===== config.mk =====
export PLATFORM = sky130hd
export DESIGN_NAME = digitron_scan
export DESIGN_NICKNAME = d
export VERILOG_FILES = /design/src/rtl/digitron_scan.sv
export SDC_FILE = /design/constraint.sdc
export NUM_CORES = 1
export LEC_CHECK = 0
export BUFFER_PORTS_ARGS = -buffer_cell sky130_fd_sc_hd__buf_2
export CAP_MARGIN = 20
export CORE_UTILIZATION = 35
export DETAILED_ROUTE_END_ITERATION = 10
export SLEW_MARGIN = 10
export SYNTH_ARGS = -nofsm -noshare
export SYNTH_HDL_FRONTEND = slang
export SYNTH_SLANG_ARGS = --single-unit

===== constraint.sdc =====
create_clock -name clk -period 2.95 [get_ports clk]
set_input_delay 0.4425 -clock clk [delete_from_list [all_inputs] [get_ports clk]]
set_output_delay 0.4425 -clock clk [all_outputs]
set_load 0.05 [all_outputs]

===== src/rtl/digitron_scan.sv =====
// Six-digit multiplexed 7-segment driver.
// The binary input is converted to BCD by a 22-cycle double-dabble FSM
// (IDLE capture, 20 CONV steps, LOAD). A scan counter walks the digits and
// a blink counter gates digits selected by shank_position.
// Optional build macro: DIGITRON_LEADING_ZERO_BLANK_EN blanks leading zeros
// on digits 0..4 (digit 5, the units digit, always shows).
module digitron_scan #(
  parameter int SCAN_DIV  = 50000,
  parameter int BLINK_DIV = 25000000
) (
  input  logic        clk,
  input  logic        rst,
  input  logic [19:0] number_to_show,
  input  logic [5:0]  point_position,
  input  logic [5:0]  shank_position,
  output logic [7:0]  seg,
  output logic [5:0]  dig_sel,
  output logic [23:0] bcd_out
);

  localparam int SW = (SCAN_DIV  > 1) ? $clog2(SCAN_DIV)  : 1;
  localparam int BW = (BLINK_DIV > 1) ? $clog2(BLINK_DIV) : 1;

  typedef enum logic [1:0] {IDLE, CONV, LOAD} state_t;

  state_t        state_q;
  logic [19:0]   bin_q;
  logic [23:0]   acc_q;
  logic [4:0]    cnt_q;
  logic          ovf_q;
  logic [23:0]   disp_q;

  logic [SW-1:0] scan_cnt_q;
  logic [2:0]    idx_q;
  logic [BW-1:0] blink_cnt_q;
  logic          blink_phase_q;

  logic [7:0]    seg_d;
  logic [5:0]    dig_sel_d;

  // One double-dabble step: add 3 to every nibble >= 5, then shift in b.
  function automatic logic [23:0] dd_step(input logic [23:0] a, input logic b);
    logic [23:0] r;
    r = a;
    for (int i = 0; i < 6; i++)
      if (r[4*i +: 4] >= 4'd5) r[4*i +: 4] = r[4*i +: 4] + 4'd3;
    return (r << 1) | 24'(b);
  endfunction

  // Converter FSM: capture, 20 shift-add-3 steps, load display register.
  always_ff @(posedge clk) begin
    if (rst) begin
      state_q <= IDLE;
      bin_q   <= '0;
      acc_q   <= '0;
      cnt_q   <= '0;
      ovf_q   <= 1'b0;
      disp_q  <= '0;
    end else begin
      case (state_q)
        IDLE: begin
          bin_q   <= number_to_show;
          acc_q   <= '0;
          cnt_q   <= '0;
          ovf_q   <= (number_to_show > 20'd999999);
          state_q <= CONV;
        end
        CONV: begin
          acc_q <= dd_step(acc_q, bin_q[19]);
          bin_q <= {bin_q[18:0], 1'b0};
          cnt_q <= cnt_q + 5'd1;
          if (cnt_q == 5'd19) state_q <= LOAD;
        end
        LOAD: begin
          // Out-of-range values show dashes on every digit.
          disp_q  <= ovf_q ? 24'hAAAAAA : acc_q;
          state_q <= IDLE;
        end
        default: state_q <= IDLE;
      endcase
    end
  end

  assign bcd_out = disp_q;

  // Scan counter: advance the digit index once every SCAN_DIV cycles.
  always_ff @(posedge clk) begin
    if (rst) begin
      scan_cnt_q <= '0;
      idx_q      <= '0;
    end else if (scan_cnt_q == SW'(SCAN_DIV - 1)) begin
      scan_cnt_q <= '0;
      idx_q      <= (idx_q == 3'd5) ? 3'd0 : idx_q + 3'd1;
    end else begin
      scan_cnt_q <= scan_cnt_q + 1'b1;
    end
  end

  // Blink counter: toggle the blink phase once every BLINK_DIV cycles.
  always_ff @(posedge clk) begin
    if (rst) begin
      blink_cnt_q   <= '0;
      blink_phase_q <= 1'b0;
    end else if (blink_cnt_q == BW'(BLINK_DIV - 1)) begin
      blink_cnt_q   <= '0;
      blink_phase_q <= ~blink_phase_q;
    end else begin
      blink_cnt_q <= blink_cnt_q + 1'b1;
    end
  end

  // Segment/select decode for the current digit.
  always_comb begin
    logic [3:0] nib;
    logic       zrun;
    logic       blank;
    nib   = 4'd0;
    zrun  = 1'b1;
    blank = 1'b0;
    for (int i = 0; i < 6; i++) begin
      zrun = zrun & (disp_q[23-4*i -: 4] == 4'd0);
      if (idx_q == 3'(i)) begin
        nib = disp_q[23-4*i -: 4];
`ifdef DIGITRON_LEADING_ZERO_BLANK_EN
        blank = zrun && (i <= 4);
`endif
      end
    end
    case (nib)
      4'd0:    seg_d = 8'hC0;
      4'd1:    seg_d = 8'hF9;
      4'd2:    seg_d = 8'hA4;
      4'd3:    seg_d = 8'hB0;
      4'd4:    seg_d = 8'h99;
      4'd5:    seg_d = 8'h92;
      4'd6:    seg_d = 8'h82;
      4'd7:    seg_d = 8'hF8;
      4'd8:    seg_d = 8'h80;
      4'd9:    seg_d = 8'h90;
      4'hA:    seg_d = 8'hBF;
      default: seg_d = 8'hFF;
    endcase
    if (blank) seg_d[6:0] = 7'h7F;
    seg_d[7] = ~point_position[idx_q];
    if (blink_phase_q && shank_position[idx_q]) seg_d = 8'hFF;
    dig_sel_d = ~(6'd1 << idx_q);
  end

  // Registered display outputs.
  always_ff @(posedge clk) begin
    if (rst) begin
      seg     <= 8'hFF;
      dig_sel <= 6'h3F;
    end else begin
      seg     <= seg_d;
      dig_sel <= dig_sel_d;
    end
  end

endmodule


Yosys cells after proc, flatten, opt, wreduce, memory -nomap -nowiden. Memory sizes are Yosys's and may differ from the RTL's. A register that Yosys moved wholly into a read port is not among the register bits. Cells that the tools add are included.

Reductions and logical operators: 7. Equal/unequal tests: 11. $add $sub $neg: 10. Bitwise logic cells: 4. Shifts and indexed selects: 1. Multiplexer cells: 35. Order comparisons: 8.

Operators by type and width (count): $mux W4 (21); $pmux W24 S2 (1); $pmux W20 S2 (1); $add A25 B1 Y25 const B (1); $eq A25 B25 Y1 const B (1); $ge A4 B3 Y1 const B (6); $mux W24 (1); $or A24 B1 Y24 (1); $add A4 B2 Y4 const B (5); $gt A20 B20 Y1 const B (1); $add A16 B1 Y16 const B (1); $eq A16 B16 Y1 const B (1); $mux W3 (4); $pmux W5 S2 (1); $bmux W1 S3 (2); $eq A3 B2 Y1 const B (2); $eq A3 B3 Y1 const B (2); $not A6 Y6 (1); $reduce_or A2 Y1 (3); $shl A1 B3 Y6 const A (1); $add A5 B1 Y5 const B (1); $eq A5 B5 Y1 const B (1); $lt A3 B4 Y1 const B (1); $pmux W2 S2 (1); 13 further kinds (15).

Bits of input ports: 34. ROM bits: 112. Memories: 1. Flip-flop bits (word level): 135.

Memories: (name not given) (words 16, width 7, read ports 1, clocked after Yosys merged registers in 1, write ports 0, RTL line 129) `case (nib)`.

Depth between registers and ports, before layout. Gate-level depths: netlist of run 1.

Word-level depth: 7. Mapped depth: 11. Mapped depth without buffers: 9.

Worst setup path after synthesis of run 1. Ideal clock, no wire load.

Path type: register to register. From: reg idx_q[1]. To: reg seg[1]. Required time: 2.836 ns. Buffers on the path: 2. Library setup time: 0.114 ns. Data arrival time: 2.405 ns. Slack: 0.431 ns. Stages on the path, launching flop included: 11. Period minus slack after synthesis: 2.519 ns. Cell sequence: dfxtp_1 > buf_2 > buf_2 > and2_1 > ha_1 > and2_1 > a221oi_1 > inv_1 > ha_1 > a21o_1 > a21o_1.

Longest elaborated chain between the ends: 7.

RTL lines: start: declaration (RTL line 34) `logic [2:0] idx_q;`; start signal: assignment (RTL line 93) `idx_q <= (idx_q == 3'd5) ? 3'd0 : idx_q + 3'd1;`; $logic_not A3 Y1 (RTL line 122) `if (idx_q == 3'(i)) begin`; $mux W4 (6 in series) (RTL line 122); end: declaration (RTL line 16) `output logic [7:0] seg,`.

Several ways; a longest one is shown, not always the timed one. The select of a mux whose other input is x is not followed. A chain may end at the register's enable or synchronous reset.

Final worst setup path of run 1. Same ends and word-level chain as after synthesis.

==> run metrics, run 1 <==
outcome complete, no violations; Area Growth Syn to Fin 18.8%; Seq/Total Area, Yosys 44.2%; Crit. End Element register; share of layout cells above drive strength 1 15.0%; Slew @ Worst Pin 0.755 ns; reg2reg path depth 9; Post-Syn Area 0.00612 mm^2; synthesized-area fraction occupied by adder cells 3.48%; vias 4973; CTS root buf clkbuf_16; crit path max fanout 11; switching share of power 22.0%; Compound-Gate Fraction of Synth Area 12.1%; Lkg Pwr 2.82 nW; DRC viols 0; synth warn 0; I/O Pins 72; sw power 0.000930 W; CP cell instances buf_4 -> nand2b_1 -> and2_1 -> a221oi_1 -> buf_4 -> inv_1 -> ha_1 -> a21o_1 -> a21o_1; Post-synth EDFFs 0; simple-gate portion of the synthesized area 23.6%; core outline area 0.0168 mm^2; Async SR Flop Fraction 0%; max-slew violations 0; Post-Syn Area per Cell 8.38 um^2; hpwl dp 9740 um; post-synthesis mux area share 4.99%; CP startpoint kind register; Die X 134 um; largest family of logic cells by synthesized area simple AND/OR/NAND/NOR gates; setup ws final 0.501 ns; final hold slack 0.274 ns; critical path depth 9; PostCTS Resize Cnt 0; clock sinks 135; routability cong. 0.829; hold depth 3; drt first pass iters 4; most frequent cells in the layout nor2_1 (135), dfxtp_1 (134), buf_2 (71); Row Count 47; endpoints failing setup 0; Fin Setup TNS 0 ns; pre-CTS setup slack 0.501 ns; unrepaired setup endpoints after global routing false; final hold vios 0; clock-pin slew on the worst setup and hold paths 0.06 ns; number of global-route vias before repair 4563; Max Cap Viol 0; CP Data Required Time 3.27 ns; ANT cells 0; critical path arrival 2.77 ns; most common cell after layout, fill and taps aside nor2_1; part of the power in combinational logic 4.2%; total gr overflow 0; utilization after layout 43.2%; CTS tree done; fill count 1718; clk buf depth 2; Slew HR 49.7%; Internal 0.00329 W; first-pass GRT wire length 23300 um; power share of the clock group 51.4%; Post-Synth XOR/XNOR Area 7.59%; total CTS buffers 17; pwr dens 581 mW/mm^2; flops & latches, synth 135; Hold Crit Class input pin to register; cell count after synthesis 730; slowest library cell on the worst path dfxtp_1; clk_lat worst skew 0.42 ns; Detailed Route WL 14000 um; Final Cycle Share 83.0%; clock skew 0.00698 ns; gr usage total 16.5%; worst vdd ir 412 uV; pin count of the biggest net entering global routing 53; DIE AREA 0.0180 mm^2; critical path type register to register; WP buf/inv 3; postcts setup bufs 0; antenna violations before repair 0; DRT iter0 DRCs 324; dominant synthesized flop cell dfxtp_1; initial core utilization 36.4%; syn nets 781; H-tree depth 4; Post-DRT Antenna Nets 0; Hold Buf Count CTS 0; Period minus WS final 2.45 ns; Reg power frac 44.4%; DIE HEIGHT 134 um; f_max 408 MHz; Port Buf Inserts 71; vias per inst 4.87; Synth cell types 49; nets 840; CP top delay family compound AO/OA/AOI/OAI gates; critical path's largest stage delay 0.39 ns; Routed wire per std cell 13.7 um
-- worst reg2reg max path: cells and delay by family, from the launching register on --
family,cells,cell delay (ns)
AOI/OAI and AO/OA,3,0.61
adders and majority gates,1,0.32
buffers and inverters,3,0.48
DFF,1,0.39
and+or+nand+nor,2,0.55
-- kinds of logic after synthesis --
family,count (synthesis)
XOR/XNOR,53
AND/OR/NAND/NOR,311
adder cells (fa/ha/maj),17
AO/OA/AOI/OAI,124
flip-flops,135
buffers and inverters,62
multiplexers,28
-- flip-flops by register name, indices dropped and copies added (netlist names), 5 cells and up --
name,cells
bcd_out,24
acc_q,24
dig_sel,6
seg,8
blink_cnt_q,25
bin_q,20
scan_cnt_q,16
cnt_q,5
-- final cells by class --
| cell class | instances | area [um^2] | share of cell area, % |
|---|---|---|---|
| sequential | 135 | 2700 | 37.2 |
| inverter | 21 | 78.8 | 1.08 |
| clock buffer | 20 | 457 | 6.29 |
| timing repair buffer | 81 | 430 | 5.92 |
| tap | 220 | 275 | 3.79 |
| clock inverter | 12 | 150 | 2.07 |
| multi-input combinational | 533 | 3170 | 43.6 |
-- Yosys cell counts, types with 2 or more instances --
cell | n | area share, %
and4_1 | 3 | 0.43
nand4_1 | 11 | 1.1
o21ai_0 | 24 | 2.0
a21o_1 | 3 | 0.37
buf_2 | 10 | 0.82
nor2_1 | 135 | 8.3
nor4_1 | 3 | 0.31
o21bai_1 | 2 | 0.25
a221oi_1 | 2 | 0.29
dfxtp_1 | 135 | 44
nand2_1 | 49 | 3.0
a211oi_1 | 3 | 0.37
nor2b_1 | 6 | 0.61
mux4_2 | 2 | 0.74
xnor2_1 | 23 | 3.3
nand3_1 | 34 | 2.8
mux2i_1 | 26 | 4.3
a22oi_1 | 14 | 1.7
xor2_1 | 30 | 4.3
or2_2 | 2 | 0.20
ha_1 | 17 | 3.5
clkbuf_1 | 26 | 1.6
clkinv_1 | 2 | 0.12
nor3b_1 | 7 | 0.86
and2_1 | 5 | 0.51
nand2b_1 | 13 | 1.3
buf_1 | 5 | 0.31
and3_1 | 6 | 0.61
inv_1 | 19 | 1.2
nor3_1 | 24 | 2.0
a311oi_1 | 6 | 0.86
a21oi_1 | 61 | 5.0
or3_1 | 6 | 0.61
-- stage by stage --
step,power (W),std cells,instance area [um^2]
after floorplan,0.00203,730,6120
after global placement,0.00209,990,6660
after detailed placement,0.00209,990,6660
after CTS,0.00427,1022,7270
after global routing,0.00438,1022,7270
final,0.00422,1022,7270
-- power groups by stage --
stage	Clock [W]	Sequential [W]	Combinational, W
floorplan	0	0.00193	0.000105
global placement	0	0.00191	0.000178
detailed placement	0	0.00191	0.000179
CTS	0.00222	0.00187	0.000179
global route	0.00230	0.00188	0.000197
finish	0.00217	0.00187	0.000176
-- path summary, 6_finish.rpt --
| check | endpoint | slack (ns) | from |
|---|---|---|---|
| worst max-delay path | seg[1] | 0.50 | idx_q[1] |
| worst min register to register | blink_cnt_q[0] | 0.45 | blink_cnt_q[0] |
| worst min-delay path | bin_q[0] | 0.27 | number_to_show[0] |
| worst max register to register | seg[1] | 0.50 | idx_q[1] |
-- per-layer routing --
layer  track usage (%)  routed length (um)  vias to the layer above
li1                  -                   -                     2628
met1              22.5                7030                     2249
met2              24.9                6220                       87
met3              4.84                 593                        9
met4              5.12                 111                        0
met5                 0                   0                        -
No activity file was read; power rests on OpenSTA's default activity.
==> run 2: changes to the inputs <==
--- a/config.mk
+++ b/config.mk
@@ -5,6 +5,7 @@
 export SDC_FILE = /design/constraint.sdc
 export NUM_CORES = 1
 export LEC_CHECK = 0
+export ABC_AREA = 1
 export BUFFER_PORTS_ARGS = -buffer_cell sky130_fd_sc_hd__buf_2
 export CAP_MARGIN = 20
 export CORE_UTILIZATION = 35
==> constraint.sdc (replaced) <==
create_clock -name clk -period 2.4 [get_ports clk]
set_input_delay 0.36 -clock clk [delete_from_list [all_inputs] [get_ports clk]]
set_output_delay 0.36 -clock clk [all_outputs]
set_load 0.05 [all_outputs]
==> run metrics, run 2 <==
drt first pass iters 4; H-tree depth 4; cell count after synthesis 867; gr usage total 17.8%; Row Count 48; clk_lat worst skew 0.41 ns; Synth cell types 46; unrepaired setup endpoints after global routing false; Port Buf Inserts 71; synth warn 0; Lkg Pwr 3.02 nW; pre-CTS setup slack 0.336 ns; Crit. End Element register; clk buf depth 2; area leader, netlist dfxtp_1; CTS root buf clkbuf_16; Async SR Flop Fraction 0%; flops & latches, synth 135; pin count of the biggest net entering global routing 30; Area Growth Syn to Fin 19.3%; CTS tree done; postcts setup bufs 0; Post-Syn Area per Cell 7.34 um^2; most frequent cell after synthesis nand2_1; clock-pin slew on the worst setup and hold paths 0.06 ns; Synth top cells by count nand2_1 (201), dfxtp_1 (135), inv_1 (105); f_max 499 MHz; clock sinks 135; dominant synthesized flop cell dfxtp_1; routability cong. 0.830; vias per inst 4.91; DIE AREA 0.0187 mm^2; simple-gate portion of the synthesized area 28.2%; max-slew violations 0; outcome complete, no violations; number of global-route vias before repair 5219; post-route insts no fill 1182; Post-synth EDFFs 0; max FFs per register 25; Slew @ Worst Pin 0.747 ns; Hold Buf Count CTS 0; Routed wire per std cell 13.6 um; Compound-Gate Fraction of Synth Area 15.0%; Max Cap Viol 0; largest family of logic cells by synthesized area simple AND/OR/NAND/NOR gates; Post-Synth XOR/XNOR Area 1.79%; Seq/Total Area, Yosys 42.5%; Largest Register blink_cnt_q; endpoints failing setup 0; initial core utilization 36.3%; final hold vios 0; hpwl dp 11600 um; vias 5798; Hold Crit Class input pin to register; most common cell after layout, fill and taps aside nand2_1; CP startpoint kind register; syn nets 918; core outline area 0.0175 mm^2; clock skew 0.00752 ns; DIE HEIGHT 137 um; Die X 137 um; Fin Setup TNS 0 ns; Final Cycle Share 83.5%; PostCTS Resize Cnt 0; CP Data Required Time 2.75 ns; ANT cells 0; crit path max fanout 9; first-pass GRT wire length 25800 um; Detailed Route WL 16000 um; Slew HR 50.1%; antenna violations before repair 0; most frequent cells in the layout nand2_1 (201), dfxtp_1 (134), inv_1 (105); total gr overflow 0; pwr dens 698 mW/mm^2; Post-DRT Antenna Nets 0; Post-Syn Area 0.00637 mm^2; critical path arrival 2.36 ns; final hold slack 0.203 ns; post-synthesis mux area share 0%; worst vdd ir 552 uV; Period minus WS final 2.00 ns; setup ws final 0.397 ns; top cell type's share of synthesized area 42.5%; critical path type register to register; total CTS buffers 17; nets 995; share of layout cells above drive strength 1 16.5%; DRT iter0 DRCs 390; Post-Place Cells 1150; I/O Pins 72; top cells by area, synth dfxtp_1 (42%), nand2_1 (12%), inv_1 (6.2%); synthesized-area fraction occupied by adder cells 3.34%; DRC viols 0
run 2: cell types whose count changed after synthesis, sizes merged, moves of 13 or more:
cell,change
inv,+96
nand2,+160
xnor2,-22
nor2,-52
mux2i,-26
o22ai,+13
nand2b,-13
xor2,-18
run 2: path summary, 6_finish.rpt:
check,cells past startpoint,to,start,slack [ns]
worst max-delay path,14,seg[6],idx_q[0],0.40
worst min-delay path,3,bin_q[14],number_to_show[14],0.20
worst max register to register,14,seg[6],idx_q[0],0.40
worst min register to register,2,bin_q[2],bin_q[1],0.47
run 2: logic make-up (layout without fill, tap and decap cells):
group	after synthesis	count (layout)
adder cells (fa/ha/maj)	17	17
flip-flops	135	135
buffers and inverters	143	233
AND/OR/NAND/NOR	396	396
AO/OA/AOI/OAI	163	163
XOR/XNOR	13	13
run 2: stage by stage:
| stage | util, % | instance area [um^2] | power (W) |
|---|---|---|---|
| final | 43.3 | 7600 | 0.00530 |
| after global routing | 43.3 | 7600 | 0.00547 |
| after CTS | 43.3 | 7590 | 0.00536 |
| after detailed placement | 39.7 | 6960 | 0.00259 |
| after global placement | 39.7 | 6960 | 0.00259 |
| after floorplan | - | 6370 | 0.00250 |
run 2: cell type report:
class | instances | area [um^2]
Timing Repair Buffer | 86 | 468
Fill cell | 1842 | 9940
Inverter | 115 | 434
Clock inverter | 6 | 111
Clock buffer | 26 | 519
Tap cell | 225 | 282
Sequential cell | 135 | 2700
Multi-Input combinational cell | 589 | 3080
run 2: worst max-delay path, stage by stage (launching register included):
cell and delay (ns):
dfxtp_1 0.44, nand2_1 0.10, inv_1 0.10, ha_1 0.33, inv_1 0.07, nand4_1 0.10
nand3_1 0.07, nand2_1 0.07, nand2_2 0.09, inv_2 0.09, ha_1 0.16, inv_1 0.04
a21oi_1 0.16, nand2_1 0.07, nand3_1 0.06
run 2: metal layers:
| metal | wire length [um] | global-route usage (%) |
|---|---|---|
| met1 | 7900 | 23.8 |
| met2 | 7350 | 28.4 |
| met3 | 639 | 3.52 |
| met4 | 145 | 6.59 |
| met5 | 0 | 0 |
run 2: power breakdown:
group / total (W) / switching [W] / internal (W)
clock: 0.00276 / 0.000956 / 0.00180
sequential: 0.00231 / 0.0000211 / 0.00228
combinational: 0.000234 / 0.000155 / 0.0000791
total: 0.00530 / 0.00113 / 0.00417
==> run 3: changes to the inputs <==
==> constraint.sdc (replaced) <==
create_clock -name clk -period 1.95 [get_ports clk]
set_input_delay 0.2925 -clock clk [delete_from_list [all_inputs] [get_ports clk]]
set_output_delay 0.2925 -clock clk [all_outputs]
set_load 0.05 [all_outputs]
==> run metrics, run 3 (synthesis results as in run 2) <==
outcome complete, no violations; hold depth 3; first-pass GRT wire length 26600 um; CTS tree done; Post-Place Cells 1161; vias 5883; most frequent cells in the layout nand2_1 (200), dfxtp_1 (133), inv_1 (105); max FFs per register 25; hpwl dp 11700 um; RR Endpoint seg[6]; Slew @ Worst Pin 0.492 ns; DRT iter0 DRCs 326; vias per inst 4.91; Routed wire per std cell 13.6 um; Row Count 48; core outline area 0.0175 mm^2; share of layout cells above drive strength 1 19.0%; CP startpoint kind register; utilization after layout 44.4%; Hold Crit Class input pin to register; DIE HEIGHT 137 um; hold path startpoint number_to_show[14]; critical path arrival 2.21 ns; drt first pass iters 4; reg2reg path depth 14; H-tree depth 4; Port Buf Inserts 71; gr usage total 18.4%; max-slew violations 0; setup slack, reg-to-reg 0.11 ns; number of global-route vias before repair 5480; post-route insts no fill 1197; f_max 543 MHz; nets 1012; clock skew 0.00729 ns; initial core utilization 36.3%; Post-Place Cell Area 0.00706 mm^2; Largest Register blink_cnt_q; clock sinks 135; ANT cells 0; Slew HR 66.8%; clk buf depth 2; crit path max fanout 8; CP Data Required Time 2.32 ns; Detailed Route WL 16300 um; endpoints failing setup 0; Post-DRT Antenna Nets 0; antenna violations before repair 0; Max Cap Viol 0; CTS root buf clkbuf_16; routability cong. 0.913; Area Growth Syn to Fin 22.3%; worst vdd ir 657 uV; pwr dens 833 mW/mm^2; Lkg Pwr 3.11 nW; Hold Buf Count CTS 0; clk_lat worst skew 0.43 ns; Period minus WS final 1.84 ns; final hold vios 0; design area 0.00779 mm^2; most common cell after layout, fill and taps aside nand2_1; Crit. End Element register; pin count of the biggest net entering global routing 25; DRC viols 0; Critical R2R Launch idx_q[0]; final hold slack 0.124 ns; Final Cycle Share 94.4%; total gr overflow 0; I/O Pins 72; Die X 137 um; total CTS buffers 17; critical path type register to register; DIE AREA 0.0187 mm^2; Hold Path Sink bin_q[14]; clock-pin slew on the worst setup and hold paths 0.06 ns
## run 3: cell count changes in the layout (fill, tap and decap cells not counted), sizes merged
cell / before / now
clkinv: 2 / 3
clkinvlp: 1 / 2
buf: 86 / 103
clkbuf: 26 / 22
## run 3: cell type report
class | instances | area (um^2)
clock inverter | 8 | 120
clock buffer | 22 | 494
multi-input combinational | 589 | 3130
inverter | 115 | 437
timing repair buffer | 103 | 612
tap | 225 | 282
sequential | 135 | 2710
fill | 1818 | 9750
## run 3: worst max-delay path, stage by stage (launching register included)
cell and delay (ns):
dfxtp_4 0.36, buf_4 0.14, nor2_4 0.09, inv_2 0.07, nor2_4 0.21, buf_4 0.15, a21oi_1 0.03, nand2_1 0.09
nand2_1 0.06, nand2_2 0.13, ha_4 0.15, inv_1 0.04, a21oi_2 0.14, nand2_1 0.07, nand3_1 0.06
## run 3: repair_timing
item	4_1_cts	5_1_grt
setup endpoints to repair	0	9
resized for setup	0	16
setup buffers	0	7
## run 3: per-layer routing
layer | GRT usage [%] | wire (um)
met1 | 24.6 | 7830
met2 | 28.4 | 7320
met3 | 4.41 | 799
met4 | 7.02 | 336
met5 | 0 | 0
## run 3: how the worst max path moves through the flow
stage,startpoint,end,slack [ns],depth (start not counted)
CTS,idx_q[0],seg[6],0.00003,14
finish,idx_q[0],seg[6],0.11,14
floorplan,idx_q[2],seg[3],0.03,14
global placement,idx_q[0],seg[6],0.08,14
global route,idx_q[0],seg[6],-0.009,14
detailed placement,idx_q[0],seg[6],0.008,14
## run 3: per-stage QoR
stage	setup WS, ns	setup TNS [ns]	total power, W
global route	-0.00949	-0.0127	0.00670
global placement	0.0817	0	0.00319
finish	0.109	0	0.00648
detailed placement	0.00754	0	0.00319
CTS	0.0000344	0	0.00653
floorplan	0.0309	0	0.00308
## run 3: where the power goes
group | total, W | switching (W) | internal (W)
clock network | 0.00335 | 0.00119 | 0.00216
logic | 0.000296 | 0.000193 | 0.000103
registers | 0.00284 | 0.0000264 | 0.00281
total | 0.00648 | 0.00141 | 0.00507
